<file path="config.mk">
export PLATFORM = sky130hd
export DESIGN_NAME = mult_div_unit
export DESIGN_NICKNAME = d
export VERILOG_FILES = /design/src/rtl/mult_div_unit.sv
export SDC_FILE = /design/constraint.sdc
export NUM_CORES = 1
export LEC_CHECK = 0
export ABC_AREA = 1
export BUFFER_PORTS_ARGS = -buffer_cell sky130_fd_sc_hd__clkbuf_2
export CELL_PAD_IN_SITES_DETAIL_PLACEMENT = 1
export CELL_PAD_IN_SITES_GLOBAL_PLACEMENT = 2
export CORE_ASPECT_RATIO = 0.8
export CORE_MARGIN = 2
export CORE_UTILIZATION = 30
export CTS_BUF_LIST = sky130_fd_sc_hd__clkbuf_4
export DETAILED_ROUTE_END_ITERATION = 6
export GPL_TIMING_DRIVEN = 0
export PLACE_DENSITY_LB_ADDON = 0.15
export SLEW_MARGIN = 20
export SYNTH_ARGS = -nofsm -noshare
export SYNTH_HDL_FRONTEND = slang
export SYNTH_SLANG_ARGS = --single-unit
</file>
<file path="constraint.sdc">
create_clock -name clk -period 4 [get_ports clk]
set_input_delay 0.8 -clock clk [delete_from_list [all_inputs] [get_ports clk]]
set_output_delay 0.8 -clock clk [all_outputs]
set_load 0.05 [all_outputs]
</file>
<file path="src/rtl/mult_div_unit.sv">
// Iterative 32-cycle multiply/divide unit holding the architectural HI/LO registers.
// state | meaning
// IDLE  | waiting for issue; MTHI/MTLO complete here in one cycle
// RUN   | one multiply or divide iteration per edge, 32 edges total
module mult_div_unit #(
    parameter int WIDTH = 32
) (
    input  logic             clk,
    input  logic             rst,
    input  logic             start,
    input  logic [2:0]       op,
    input  logic [WIDTH-1:0] rs_val,
    input  logic [WIDTH-1:0] rt_val,
    output logic             busy,
    output logic             done,
    output logic [WIDTH-1:0] hi,
    output logic [WIDTH-1:0] lo
);

    localparam logic [2:0] OP_MULT  = 3'd0;
    localparam logic [2:0] OP_MULTU = 3'd1;
    localparam logic [2:0] OP_DIV   = 3'd2;
    localparam logic [2:0] OP_DIVU  = 3'd3;
    localparam logic [2:0] OP_MTHI  = 3'd4;
    localparam logic [2:0] OP_MTLO  = 3'd5;

    typedef enum logic {S_IDLE, S_RUN} state_t;

    state_t             r_state;
    logic [5:0]         r_cnt;
    logic               r_done;
    logic [WIDTH-1:0]   r_hi;
    logic [WIDTH-1:0]   r_lo;
    logic               r_is_mul;
    logic               r_neg_q;
    logic               r_neg_r;
    logic               r_div0;
    logic [WIDTH-1:0]   r_rs_orig;
    logic [WIDTH-1:0]   r_operand;
    logic [WIDTH-1:0]   r_work_hi;
    logic [WIDTH-1:0]   r_work_lo;

    logic               w_is_signed;
    logic [WIDTH-1:0]   w_rs_abs;
    logic [WIDTH-1:0]   w_rt_abs;
    logic [WIDTH:0]     w_add;
    logic [WIDTH:0]     w_trial;
    logic [WIDTH-1:0]   w_next_hi;
    logic [WIDTH-1:0]   w_next_lo;
    logic [2*WIDTH-1:0] w_prod;
    logic [WIDTH-1:0]   w_res_hi;
    logic [WIDTH-1:0]   w_res_lo;

    assign w_is_signed = (op == OP_MULT) || (op == OP_DIV);
    assign w_rs_abs    = (w_is_signed && rs_val[WIDTH-1]) ? -rs_val : rs_val;
    assign w_rt_abs    = (w_is_signed && rt_val[WIDTH-1]) ? -rt_val : rt_val;

    // Multiply: work_hi:work_lo is the product register with the multiplier
    // shifting out of the bottom. Divide: work_hi is the partial remainder,
    // work_lo shifts the dividend out and the quotient in.
    assign w_add   = {1'b0, r_work_hi} + {1'b0, (r_work_lo[0] ? r_operand : '0)};
    assign w_trial = {r_work_hi, r_work_lo[WIDTH-1]} - {1'b0, r_operand};

    always_comb begin
        w_next_hi = r_work_hi;
        w_next_lo = r_work_lo;
        if (r_is_mul) begin
            w_next_hi = w_add[WIDTH:1];
            w_next_lo = {w_add[0], r_work_lo[WIDTH-1:1]};
        end else if (!w_trial[WIDTH]) begin
            w_next_hi = w_trial[WIDTH-1:0];
            w_next_lo = {r_work_lo[WIDTH-2:0], 1'b1};
        end else begin
            w_next_hi = {r_work_hi[WIDTH-2:0], r_work_lo[WIDTH-1]};
            w_next_lo = {r_work_lo[WIDTH-2:0], 1'b0};
        end
    end

    assign w_prod = {w_next_hi, w_next_lo};

    always_comb begin
        w_res_hi = w_next_hi;
        w_res_lo = w_next_lo;
        if (r_is_mul) begin
            {w_res_hi, w_res_lo} = r_neg_q ? -w_prod : w_prod;
        end else if (r_div0) begin
            w_res_hi = r_rs_orig;
            w_res_lo = '1;
        end else begin
            w_res_lo = r_neg_q ? -w_next_lo : w_next_lo;
            w_res_hi = r_neg_r ? -w_next_hi : w_next_hi;
        end
    end

    always_ff @(posedge clk) begin
        r_done <= 1'b0;
        if (rst) begin
            r_state   <= S_IDLE;
            r_cnt     <= '0;
            r_hi      <= '0;
            r_lo      <= '0;
            r_is_mul  <= 1'b0;
            r_neg_q   <= 1'b0;
            r_neg_r   <= 1'b0;
            r_div0    <= 1'b0;
            r_rs_orig <= '0;
            r_operand <= '0;
            r_work_hi <= '0;
            r_work_lo <= '0;
        end else begin
            case (r_state)
                S_IDLE: begin
                    if (start) begin
                        case (op)
                            OP_MULT, OP_MULTU, OP_DIV, OP_DIVU: begin
                                r_state   <= S_RUN;
                                r_cnt     <= '0;
                                r_is_mul  <= ~op[1];
                                r_neg_q   <= w_is_signed && (rs_val[WIDTH-1] ^ rt_val[WIDTH-1]);
                                r_neg_r   <= (op == OP_DIV) && rs_val[WIDTH-1];
                                r_div0    <= op[1] && (rt_val == '0);
                                r_rs_orig <= rs_val;
                                r_work_hi <= '0;
                                r_operand <= op[1] ? w_rt_abs : w_rs_abs;
                                r_work_lo <= op[1] ? w_rs_abs : w_rt_abs;
                            end
                            OP_MTHI: r_hi <= rs_val;
                            OP_MTLO: r_lo <= rs_val;
                            default: ;
                        endcase
                    end
                end
                S_RUN: begin
                    r_work_hi <= w_next_hi;
                    r_work_lo <= w_next_lo;
                    r_cnt     <= r_cnt + 6'd1;
                    if (r_cnt == 6'd31) begin
                        r_state <= S_IDLE;
                        r_cnt   <= '0;
                        r_done  <= 1'b1;
                        r_hi    <= w_res_hi;
                        r_lo    <= w_res_lo;
                    end
                end
                default: r_state <= S_IDLE;
            endcase
        end
    end

    assign busy = (r_state == S_RUN);
    assign done = r_done;
    assign hi   = r_hi;
    assign lo   = r_lo;

endmodule

</file>
==> results of run 1 <==
-- sequential cells by signal, summed over array words and instances, names as in the netlist, 6 cells and up --
| register | count |
|---|---|
| r_rs_orig | 32 |
| r_work_hi | 32 |
| lo | 32 |
| r_operand | 32 |
| r_cnt | 6 |
| hi | 32 |
| r_work_lo | 32 |
-- cell usage in the layout (no fill, tap or decap), drive strengths merged, types with 2 or more instances in the layout --
cell type / count
nor3: 39
clkbuf: 302
nor2: 393
xnor2: 17
clkinv: 15
nand4: 33
o21bai: 5
o211ai: 19
a21o: 2
dfxtp: 204
or2: 7
a211oi: 3
buf: 166
and2: 6
xor2: 63
o21a: 10
o31ai: 8
o221ai: 11
o21ai: 218
a31oi: 16
nand3b: 21
fa: 2
o22ai: 24
nor4: 9
a21oi: 239
o2111ai: 9
a221oi: 8
a22oi: 37
ha: 69
a41oi: 6
nand2: 1108
clkinvlp: 3
nand3: 253
inv: 538
-- logic make-up after synthesis --
family,count (synthesis)
xor+xnor,80
flops,204
buf+inv,684
compound gates,617
simple gates,1870
fa+ha+maj,71
-- final cells by class --
type                       count  area (sq um)
fill                        8896         41050
clock inverter                12         56.30
clock buffer                  81         608.1
tap                          860          1076
sequential                   204          4209
inverter                     544          2062
multi-input combinational   2639         14440
buffer                       139         643.1
antenna                        1         2.502
timing repair buffer         248          1538
-- worst max path at each step --
stage	startpoint	end	depth (start not counted)	slack [ns]
2_1_floorplan	r_work_lo[31]$_SDFFE_PP0P_	hi[24]$_SDFFE_PP0P_	36	0.09
3_3_place_gp	r_operand[27]$_SDFFE_PP0P_	hi[24]$_SDFFE_PP0P_	32	-1.85
3_5_place_dp	r_operand[27]$_SDFFE_PP0P_	hi[24]$_SDFFE_PP0P_	32	-1.81
4_1_cts	r_work_lo[31]$_SDFFE_PP0P_	hi[20]$_SDFFE_PP0P_	36	-0.22
5_1_grt	r_work_lo[31]$_SDFFE_PP0P_	hi[20]$_SDFFE_PP0P_	36	-0.39
6_report	r_work_lo[31]$_SDFFE_PP0P_	hi[20]$_SDFFE_PP0P_	36	-0.32
-- cell usage after synthesis (4+ instances only) --
master	number
xor2_1	63
dfxtp_1	204
nand2_1	1053
buf_6	5
nor4_1	9
buf_2	19
buf_1	21
nand2_2	47
o21a_1	10
a21oi_2	9
nand3_1	238
inv_2	11
o21ai_1	13
xnor2_1	17
a21oi_1	228
o21ai_0	203
nor2_4	5
nor2_1	361
and2_1	5
o211ai_1	19
nor2_2	27
o221ai_1	11
a22oi_1	37
a31oi_1	16
a221oi_1	8
nand3b_1	21
clkinv_1	4
inv_1	529
nand3_2	15
nand4_1	33
a41oi_1	6
or2_2	5
o31ai_1	8
o22ai_1	24
o21bai_1	5
o2111ai_1	9
nor3_1	37
nand2_4	7
clkbuf_1	89
ha_1	69
-- routing by layer --
layer	share of wire	track usage	routed length [um]
met1	0.48	0.5103	58440
met2	0.40	0.4949	48810
met3	0.086	0.06350	10480
met4	0.038	0.1221	4639
met5	0	0	0
-- through the flow --
step | cells | TNS, ns | utilization
after floorplan | 3526 | 0 | -
after global placement | 4520 | -59.61 | 0.3294
after detailed placement | 4520 | -63.16 | 0.3294
after CTS | 4696 | -2.303 | 0.3616
after global routing | 4728 | -5.244 | 0.3750
final | 4728 | -2.547 | 0.3750
-- repair_timing --
| action | in CTS | in global routing |
|---|---|---|
| setup buffers | 84 | 42 |
| gates resized for setup | 227 | 186 |
| cloned | 0 | 1 |
| pin swaps | 42 | 82 |
| endpoints found under the setup margin | 53 | 58 |
-- worst reg2reg max path: cells and delay by family, from the launching register on --
| kind | cells | cell delay [ns] |
|---|---|---|
| AND/OR/NAND/NOR | 25 | 2.70 |
| adder cells (fa/ha/maj) | 3 | 0.67 |
| buffers and inverters | 7 | 0.46 |
| flip-flops | 1 | 0.34 |
| AO/OA/AOI/OAI | 1 | 0.12 |
==> results_dict.tcl, run 1 <==
set metrics [dict create \
    outcome "finished, violations left" \
    violations "setup timing" \
    ys_types 56 \
    r2r_start "r_work_lo[31]$_SDFFE_PP0P_" \
    synthToLayoutAreaGrowth_pct 23.86 \
    hold_viol_final 0 \
    synthCells 3526 \
    yosysWarnings 0 \
    worst_slew_pin_slew_ns 1.315 \
    io_buffers 134 \
    vias 25900 \
    cts_root_buf "clkbuf_4" \
    cpPeakStageDelay_ns 0.35 \
    drc 0 \
    rr_endpoint "hi[20]$_SDFFE_PP0P_" \
    cts_tree "built" \
    relSlewSlack 0.1138 \
    wirelength_um 122400 \
    critPathKind "flop to flop" \
    drtIter0Drc 2342 \
    setup_ws_ns -0.3199 \
    layout.nets 3977 \
    die_y_um 234.3 \
    final_max_slew_viol_count 0 \
    cp-end-kind "flop" \
    crit_buf_inv 7 \
    syn_area_per_cell_sq_um 5.641 \
    ctsHoldBuffers 0 \
    hold_depth 3 \
    clock.fmax_mhz 231.5 \
    cts_buffers 60 \
    synthAdderAreaFrac 0.04542 \
    synth_mux_area_frac 0 \
    clk_pin_slew_ns 0.07 \
    dieArea_sq_mm 0.06839 \
    final_layout_size_suffix_gt1_frac 0.2014 \
    cp.required_ns 4.77 \
    synth_area_sq_mm 0.01989 \
    period_share 1.080 \
    crit_fanout 6 \
    grt.overflow.total 0 \
    syn-num-nets 3667 \
    min-delay-start "rs_val[3]" \
    yosys.area.top_type "dfxtp_1" \
    worst_skew_pair.late_latency_ns 0.84 \
    synth_top_area_share 0.2053 \
    pre_cts_ws_ns -1.808 \
    rows 84 \
    finish.instance_area_sq_mm 0.02463 \
    cts_max_level 2 \
    dpl-instance-area_sq_mm 0.02164 \
    clockBufferDepth 3 \
    r2r_cells 36 \
    post_drt_wl_per_cell_um 25.88 \
    ys_seq_area_frac 0.2053 \
    timing.hold.ws_ns 0.3640 \
    path_common_cell "nand2_2" \
    worst_hold_path.endpoint "r_rs_orig[3]$_SDFFE_PP0P_" \
    critPathArrivalTime_ns 5.09 \
    cp-start-kind "flop" \
    dp_hpwl_um 100300 \
    setup_viol 17 \
    grt_pass1_wl_um 172200 \
    fin_crit_ns 4.320 \
    synth_top_family_by_area "simple AND/OR/NAND/NOR gates" \
    initial_utilization 0.3028 \
    synth_seq_cells 204 \
    rsz0062_at_grt "yes" \
    crit_family "simple AND/OR/NAND/NOR gates" \
    grt_usage 0.3456 \
    first_pass_iters 5 \
    grt_max_degree 17 \
    synth_xor_area_frac 0.03523 \
    cts.sink_count 204 \
    synthArstFlopShare 0 \
    grt_pass1_vias 25070 \
    max-cap-violations 0 \
    antenna_found_initial 2 \
    slowest_stage "fa_2" \
    yosys.area_share.simple 0.4007 \
    die_width_um 291.9 \
    synth_ff_type "dfxtp_1" \
    vias_per_cell 5.479 \
    synth-edff-count 0 \
    ios 136 \
    min_path_type "primary input to flop" \
    core_area_sq_mm 0.06569 \
    drtAntennaViolNets 0 \
    globalplace.congestion 1.002 \
    ff2ff_setup_slack_ns -0.32 \
    clock_skew_ns 0.07730 \
    synth_compound_area_frac 0.1789 \
    synth_area_leaders "dfxtp_1, nand2_1, inv_1" \
]
Power of run 1 is left out: the tool's default activity adds up to more than one toggle a clock period on the data nets, which glitch-free logic cannot reach.
==> run 2, diff against run 1 <==
--- a/config.mk
+++ b/config.mk
@@ -5,13 +5,12 @@
 export SDC_FILE = /design/constraint.sdc
 export NUM_CORES = 1
 export LEC_CHECK = 0
-export ABC_AREA = 1
 export BUFFER_PORTS_ARGS = -buffer_cell sky130_fd_sc_hd__clkbuf_2
 export CELL_PAD_IN_SITES_DETAIL_PLACEMENT = 1
 export CELL_PAD_IN_SITES_GLOBAL_PLACEMENT = 2
 export CORE_ASPECT_RATIO = 0.8
 export CORE_MARGIN = 2
-export CORE_UTILIZATION = 30
+export CORE_UTILIZATION = 33
 export CTS_BUF_LIST = sky130_fd_sc_hd__clkbuf_4
 export DETAILED_ROUTE_END_ITERATION = 6
 export GPL_TIMING_DRIVEN = 0
==> run 2 against run 1 <==
Net effect: the flow still finishes with violations (setup timing); area after synthesis down 11%; count of clock-buffer cells in the layout did not move; hold slack worse by 0.045 ns; synthesized cell count decreased by 30%; worst setup slack worse by 0.81 ns; register-to-register slack got worse by 0.81 ns; final area shrank 3.2%; flip-flop and latch count stayed put.
==> results_dict.tcl, run 2 <==
set metrics [dict create \
    cp-end-kind "flop" \
    crit_chain "ha_1 -> a21oi_2 -> a21oi_1 -> a211o_4 -> a2111o_1 -> nand4_1 -> buf_6 -> nor2_4 -> a21oi_4 -> ha_4 -> nand3_4 -> or2_4 -> nand2b_4 -> nor3_4 -> buf_12 -> nand3_4 -> buf_4 -> o21ai_1 -> xnor2_1 -> mux2_4 -> a22o_1" \
    drc 0 \
    most-common-layout-cells "nand2_1, nor2_1, a21oi_1" \
    cp-startpoint "r_work_hi[6]$_SDFFE_PP0P_" \
    power_mw 13.08 \
    wirelength_um 110400 \
    leakage_nw 9.180 \
    min-delay-start "rs_val[12]" \
    die_y_um 210.8 \
    worst_skew_pair.late_latency_ns 0.88 \
    power_frac_comb 0.671 \
    cp-start-kind "flop" \
    irDropWorstVdd_mv 0.3128 \
    critPathKind "flop to flop" \
    cts_root_buf "clkbuf_4" \
    first_pass_iters 6 \
    cp.required_ns 4.74 \
    ys_seq_area_frac 0.2314 \
    rsz0062_at_grt "yes" \
    slowest_stage "dfxtp_2" \
    power_frac_seq 0.175 \
    synthArstFlopShare 0 \
    drtAntennaViolNets 0 \
    cts_tree "built" \
    grt_max_degree 19 \
    post_drt_wl_per_cell_um 31.29 \
    syn-num-nets 2598 \
    yosysWarnings 0 \
    crit_fanout 7 \
    layout.nets 2936 \
    tns_ns -37.51 \
    max-cap-violations 0 \
    pre_cts_ws_ns -3.676 \
    clock_skew_ns 0.1040 \
    violations "setup timing" \
    die_width_um 262.5 \
    dieArea_sq_mm 0.05535 \
    p_int_mw 6.570 \
    fin_util 0.4530 \
    timing.hold.ws_ns 0.3194 \
    critPathArrivalTime_ns 5.86 \
    cts_buffers 56 \
    p_clk_frac 0.154 \
    antenna_found_initial 8 \
    synth_area_sq_mm 0.01765 \
    min_path_type "primary input to flop" \
    relSlewSlack 0.08389 \
    syn_area_per_cell_sq_um 7.182 \
    clockBufferDepth 3 \
    grt_usage 0.3818 \
    clock.fmax_mhz 195.0 \
    outcome "finished, violations left" \
    p_sw_mw 6.506 \
    drtIter0Drc 2838 \
    ctsHoldBuffers 0 \
    ios 136 \
    core_area_sq_mm 0.05264 \
    rows 75 \
    synth_area_leaders "dfxtp_1, nand2_1, a21oi_1" \
    synth-edff-count 0 \
    yosys-top-cells-count "nand2_1, nor2_1, a21oi_1" \
    ff2ff_setup_slack_ns -1.13 \
    setup_viol 62 \
    final_max_slew_viol_count 0 \
    grt_pass1_vias 21400 \
    yosysMostFrequentCell "nand2_1" \
    synth_ff_type "dfxtp_1" \
    grt_pass1_wl_um 154300 \
    vias 22390 \
    ys_types 89 \
    cpPeakStageDelay_ns 0.47 \
    setup_ws_ns -1.128 \
    io_buffers 129 \
    synthCells 2457 \
    initial_utilization 0.3352 \
    clk_pin_slew_ns 0.09 \
    path_common_cell "nand3_4" \
    hold_viol_final 0 \
    swShare 0.4975 \
    synth_seq_cells 204 \
    worst_slew_pin_slew_ns 1.374 \
    fin_crit_ns 5.128 \
    vias_per_cell 6.347 \
    grt.overflow.total 0 \
    yosys.area.top_type "dfxtp_1" \
    period_share 1.282 \
    globalplace.congestion 1.003 \
    synth_top_area_share 0.2314 \
    synthToLayoutAreaGrowth_pct 35.12 \
    cts_max_level 2 \
    r2r_start "r_work_hi[6]$_SDFFE_PP0P_" \
    final_common_cell "nand2_1" \
    dp_hpwl_um 86510 \
    power.density_mw_per_mm2 548.3 \
    final_layout_size_suffix_gt1_frac 0.2884 \
    cts.sink_count 204 \
]
run 2: layout make-up:
| type | instances | area, sq um |
|---|---|---|
| Sequential cell | 204 | 4155 |
| Timing Repair Buffer | 286 | 1952 |
| Buffer | 161 | 825.8 |
| Clock inverter | 15 | 76.32 |
| Inverter | 69 | 265.3 |
| Clock buffer | 81 | 608.1 |
| Tap cell | 693 | 867.1 |
| Antenna cell | 2 | 5.005 |
| Fill cell | 6424 | 28800 |
| Multi-Input combinational cell | 2017 | 15090 |
run 2: worst max-delay path, delay by kind of cell (launching register included):
kind	cells	cell delay, ns
flip-flops	1	0.47
AND/OR/NAND/NOR	7	1.19
AO/OA/AOI/OAI	7	1.76
adder cells (fa/ha/maj)	2	0.52
multiplexers	1	0.34
XOR/XNOR	1	0.15
buffers and inverters	3	0.54
run 2: kinds of logic (layout without fill, tap and decap cells):
kind of cell	Yosys count	in the layout	share of synthesized area
AND/OR/NAND/NOR	898	898	0.2402
AO/OA/AOI/OAI	805	805	0.2986
buffers and inverters	236	612	0.05119
flip-flops	204	204	0.2314
XOR/XNOR	178	178	0.08834
adder cells (fa/ha/maj)	71	71	0.05119
multiplexers	65	65	0.03900
other	0	2	0
run 2: what timing repair did:
action | 4_1_cts | 5_1_grt
resized for setup | 316 | 219
setup endpoints to repair | 115 | 76
setup buffers | 103 | 57
pin swaps | 113 | 122
run 2: per-stage QoR:
step / cell area (sq um) / instances
2_1_floorplan: 17950 / 2457
3_3_place_gp: 19470 / 3279
5_1_grt: 23840 / 3527
4_1_cts: 22460 / 3474
6_report: 23850 / 3528
3_5_place_dp: 19480 / 3279
run 2: final timing paths:
kind / endpoint / cells past startpoint
worst min register to register: r_rs_orig[25]$_SDFFE_PP0P_ / 2
worst max register to register: hi[14]$_SDFFE_PP0P_ / 21
worst min-delay path: r_rs_orig[12]$_SDFFE_PP0P_ / 3
worst max-delay path: hi[14]$_SDFFE_PP0P_ / 21
run 2: power by group through the flow:
stage | sequential, mW | clock [mW] | combinational [mW]
after floorplan | 2.31 | 0 | 3.33
after global placement | 2.32 | 0 | 5.24
after detailed placement | 2.32 | 0 | 5.30
after CTS | 2.28 | 2.01 | 7.21
after global routing | 2.29 | 2.12 | 9.05
final | 2.29 | 2.01 | 8.77
run 2: per-layer routing:
metal,vias to the layer above,track usage,wire length (um)
li1,9651,-,-
met2,1209,0.5277,43420
met3,239,0.1154,12980
met4,6,0.1334,4304
met1,11290,0.5532,49640
met5,-,0,35
Power figures use the tool's default switching activity.
==> run 3, diff against run 2 <==
--- a/config.mk
+++ b/config.mk
@@ -6,12 +6,13 @@
 export NUM_CORES = 1
 export LEC_CHECK = 0
 export BUFFER_PORTS_ARGS = -buffer_cell sky130_fd_sc_hd__clkbuf_2
+export CAP_MARGIN = 20
 export CELL_PAD_IN_SITES_DETAIL_PLACEMENT = 1
 export CELL_PAD_IN_SITES_GLOBAL_PLACEMENT = 2
 export CORE_ASPECT_RATIO = 0.8
 export CORE_MARGIN = 2
-export CORE_UTILIZATION = 33
-export CTS_BUF_LIST = sky130_fd_sc_hd__clkbuf_4
+export CORE_UTILIZATION = 32
+export CTS_BUF_LIST = sky130_fd_sc_hd__clkbuf_16
 export DETAILED_ROUTE_END_ITERATION = 6
 export GPL_TIMING_DRIVEN = 0
 export PLACE_DENSITY_LB_ADDON = 0.15
==> run 3 against run 2 <==
Net effect: the run ends with DRC, setup timing left; first-iteration DRC count decreased by 7.3%; clock power grew 20%; clock skew down 0.049 ns; hold slack gained 0.14 ns; critical path depth is 2 lower; total power grew 0.10%; worst setup slack got worse by 0.031 ns; non-clock buffer count fell by 5; register-to-register slack got worse by 0.03 ns.
==> results_dict.tcl, run 3 (synthesis gave the netlist of run 2 again) <==
set metrics [dict create \
    cp-end-kind "flop" \
    post_drt_wl_per_cell_um 32.24 \
    setup_viol 62 \
    clock_skew_ns 0.05520 \
    globalplace.congestion 0.9683 \
    rr_endpoint "hi[28]$_SDFFE_PP0P_" \
    r2r_start "r_work_lo[31]$_SDFFE_PP0P_" \
    violations "DRC, setup timing" \
    drtIter0Drc 2630 \
    setup_ws_ns -1.158 \
    finish.instance_area_sq_mm 0.02391 \
    cp-startpoint "r_work_lo[31]$_SDFFE_PP0P_" \
    hold_viol_final 0 \
    critPathArrivalTime_ns 5.64 \
    grt_usage 0.3753 \
    die_y_um 214.0 \
    io_buffers 129 \
    cp-start-kind "flop" \
    antenna_found_initial 7 \
    rsz0062_at_grt "yes" \
    drc 1 \
    relSlewSlack 0.06741 \
    worst_slew_pin_slew_ns 1.399 \
    grt_pass1_vias 21220 \
    grt_max_degree 14 \
    seq_area_sq_mm 0.004165 \
    crit_buf_inv 4 \
    grt_pass1_wl_um 155900 \
    tns_ns -45.36 \
    slowest_stage "or4_4" \
    fin_util 0.4411 \
    fin_cells 3481 \
    worst_skew_pair.late_latency_ns 0.60 \
    cts_root_buf "clkbuf_16" \
    fill_cells 6574 \
    multiInputGateArea_sq_mm 0.01500 \
    fin_crit_ns 5.158 \
    dpl-instance-area_sq_mm 0.01950 \
    period_share 1.290 \
    ctsHoldBuffers 0 \
    vias_per_cell 6.401 \
    core_area_sq_mm 0.05420 \
    die_width_um 266.6 \
    crit_family "compound AO/OA/AOI/OAI gates" \
    dp_hpwl_um 87140 \
    wirelength_um 112200 \
    vias 22280 \
    irDropWorstVdd_mv 0.3143 \
    layout.nets 2901 \
    rows 76 \
    ff2ff_setup_slack_ns -1.16 \
    critPathKind "flop to flop" \
    clk_pin_slew_ns 0.07 \
    drtAntennaViolNets 0 \
    outcome "finished, violations left" \
    crit_fanout 5 \
    clock.fmax_mhz 193.9 \
    first_pass_iters 7 \
    r2r_cells 19 \
    dieArea_sq_mm 0.05705 \
    grt.overflow.total 0 \
    cp.required_ns 4.49 \
    crit_chain "inv_4 -> ha_4 -> inv_2 -> fa_2 -> a211oi_4 -> o211ai_2 -> a211o_4 -> a2111oi_4 -> nor4_4 -> buf_4 -> a311o_2 -> or4_4 -> nor4_4 -> buf_4 -> nand4_1 -> nand4_1 -> o21ai_1 -> or4_4 -> a32o_1" \
    place_inst 3288 \
    final_max_slew_viol_count 0 \
    min_path_type "flop to flop" \
    timing.hold.ws_ns 0.4597 \
    final_common_cell "nand2_1" \
    ios 136 \
    most-common-layout-cells "nand2_1, nor2_1, a21oi_1" \
    leakage_nw 9.230 \
    cts_buffers 26 \
    synthToLayoutAreaGrowth_pct 35.48 \
    final_layout_size_suffix_gt1_frac 0.2675 \
    cts_tree "built" \
    clockBufferDepth 3 \
    cp-endpoint "hi[28]$_SDFFE_PP0P_" \
    max-cap-violations 0 \
    initial_utilization 0.3256 \
    power.density_mw_per_mm2 547.5 \
    crit_cells 19 \
    cpPeakStageDelay_ns 0.60 \
    cts_max_level 1 \
    cts.sink_count 204 \
]
[run 3: cell types whose count changed in the layout (fill, tap and decap cells not counted), sizes merged, moves of 2 or more]
cell    delta
clkbuf    -52
buf        -8
inv        +3
bufinv     +2
[run 3: power breakdown]
part | total (mW) | internal, mW | switching (mW)
Combinational | 8.39 | 3.22 | 5.17
Sequential | 2.29 | 2.13 | 0.153
Clock | 2.41 | 1.32 | 1.09
Total | 13.1 | 6.67 | 6.41
[run 3: cell type report]
class,count,share of cell area
clock buffer,26,0.02721
inverter,69,0.01109
antenna,1,0.0001047
buffer,165,0.03559
multi-input combinational,2017,0.6276
tap,702,0.03674
timing repair buffer,277,0.08044
sequential,204,0.1742
clock inverter,20,0.007013
[run 3: routing by layer]
| layer | GRT usage | up-vias | wire length, um |
|---|---|---|---|
| li1 | - | 9573 | - |
| met5 | 0 | - | 27 |
| met3 | 0.09428 | 201 | 13010 |
| met4 | 0.09607 | 4 | 3766 |
| met2 | 0.5331 | 1252 | 45410 |
| met1 | 0.5570 | 11250 | 50010 |
[run 3: worst min-delay path by stage]
| stage | cells past startpoint | from | slack, ns | endpoint |
|---|---|---|---|---|
| after floorplan | 2 | r_rs_orig[11]$_SDFFE_PP0P_ | 0.43 | r_rs_orig[11]$_SDFFE_PP0P_ |
| after global placement | 2 | r_rs_orig[20]$_SDFFE_PP0P_ | 0.44 | r_rs_orig[20]$_SDFFE_PP0P_ |
| after detailed placement | 2 | r_rs_orig[20]$_SDFFE_PP0P_ | 0.45 | r_rs_orig[20]$_SDFFE_PP0P_ |
| after CTS | 2 | r_rs_orig[20]$_SDFFE_PP0P_ | 0.46 | r_rs_orig[20]$_SDFFE_PP0P_ |
| after global routing | 2 | r_rs_orig[20]$_SDFFE_PP0P_ | 0.47 | r_rs_orig[20]$_SDFFE_PP0P_ |
| final | 2 | r_rs_orig[20]$_SDFFE_PP0P_ | 0.46 | r_rs_orig[20]$_SDFFE_PP0P_ |
[run 3: repair_timing]
item,CTS,global route
gates cloned,1,0
gates resized for setup,343,189
buffers inserted,106,47
pin swaps,110,130
setup endpoints to repair,117,83
[run 3: stage by stage]
stage          worst slack, ns  total power, mW
2_1_floorplan          -0.6883            5.645
3_3_place_gp            -3.615            7.598
3_5_place_dp            -3.674            7.655
4_1_cts                 -1.022            11.79
5_1_grt                 -1.245            13.40
6_report                -1.158            13.09
[run 3: worst min-delay path: stages, from the launching register on]
cell     delay [ns]
dfxtp_1        0.31
nand2_1        0.05
a21oi_1        0.05
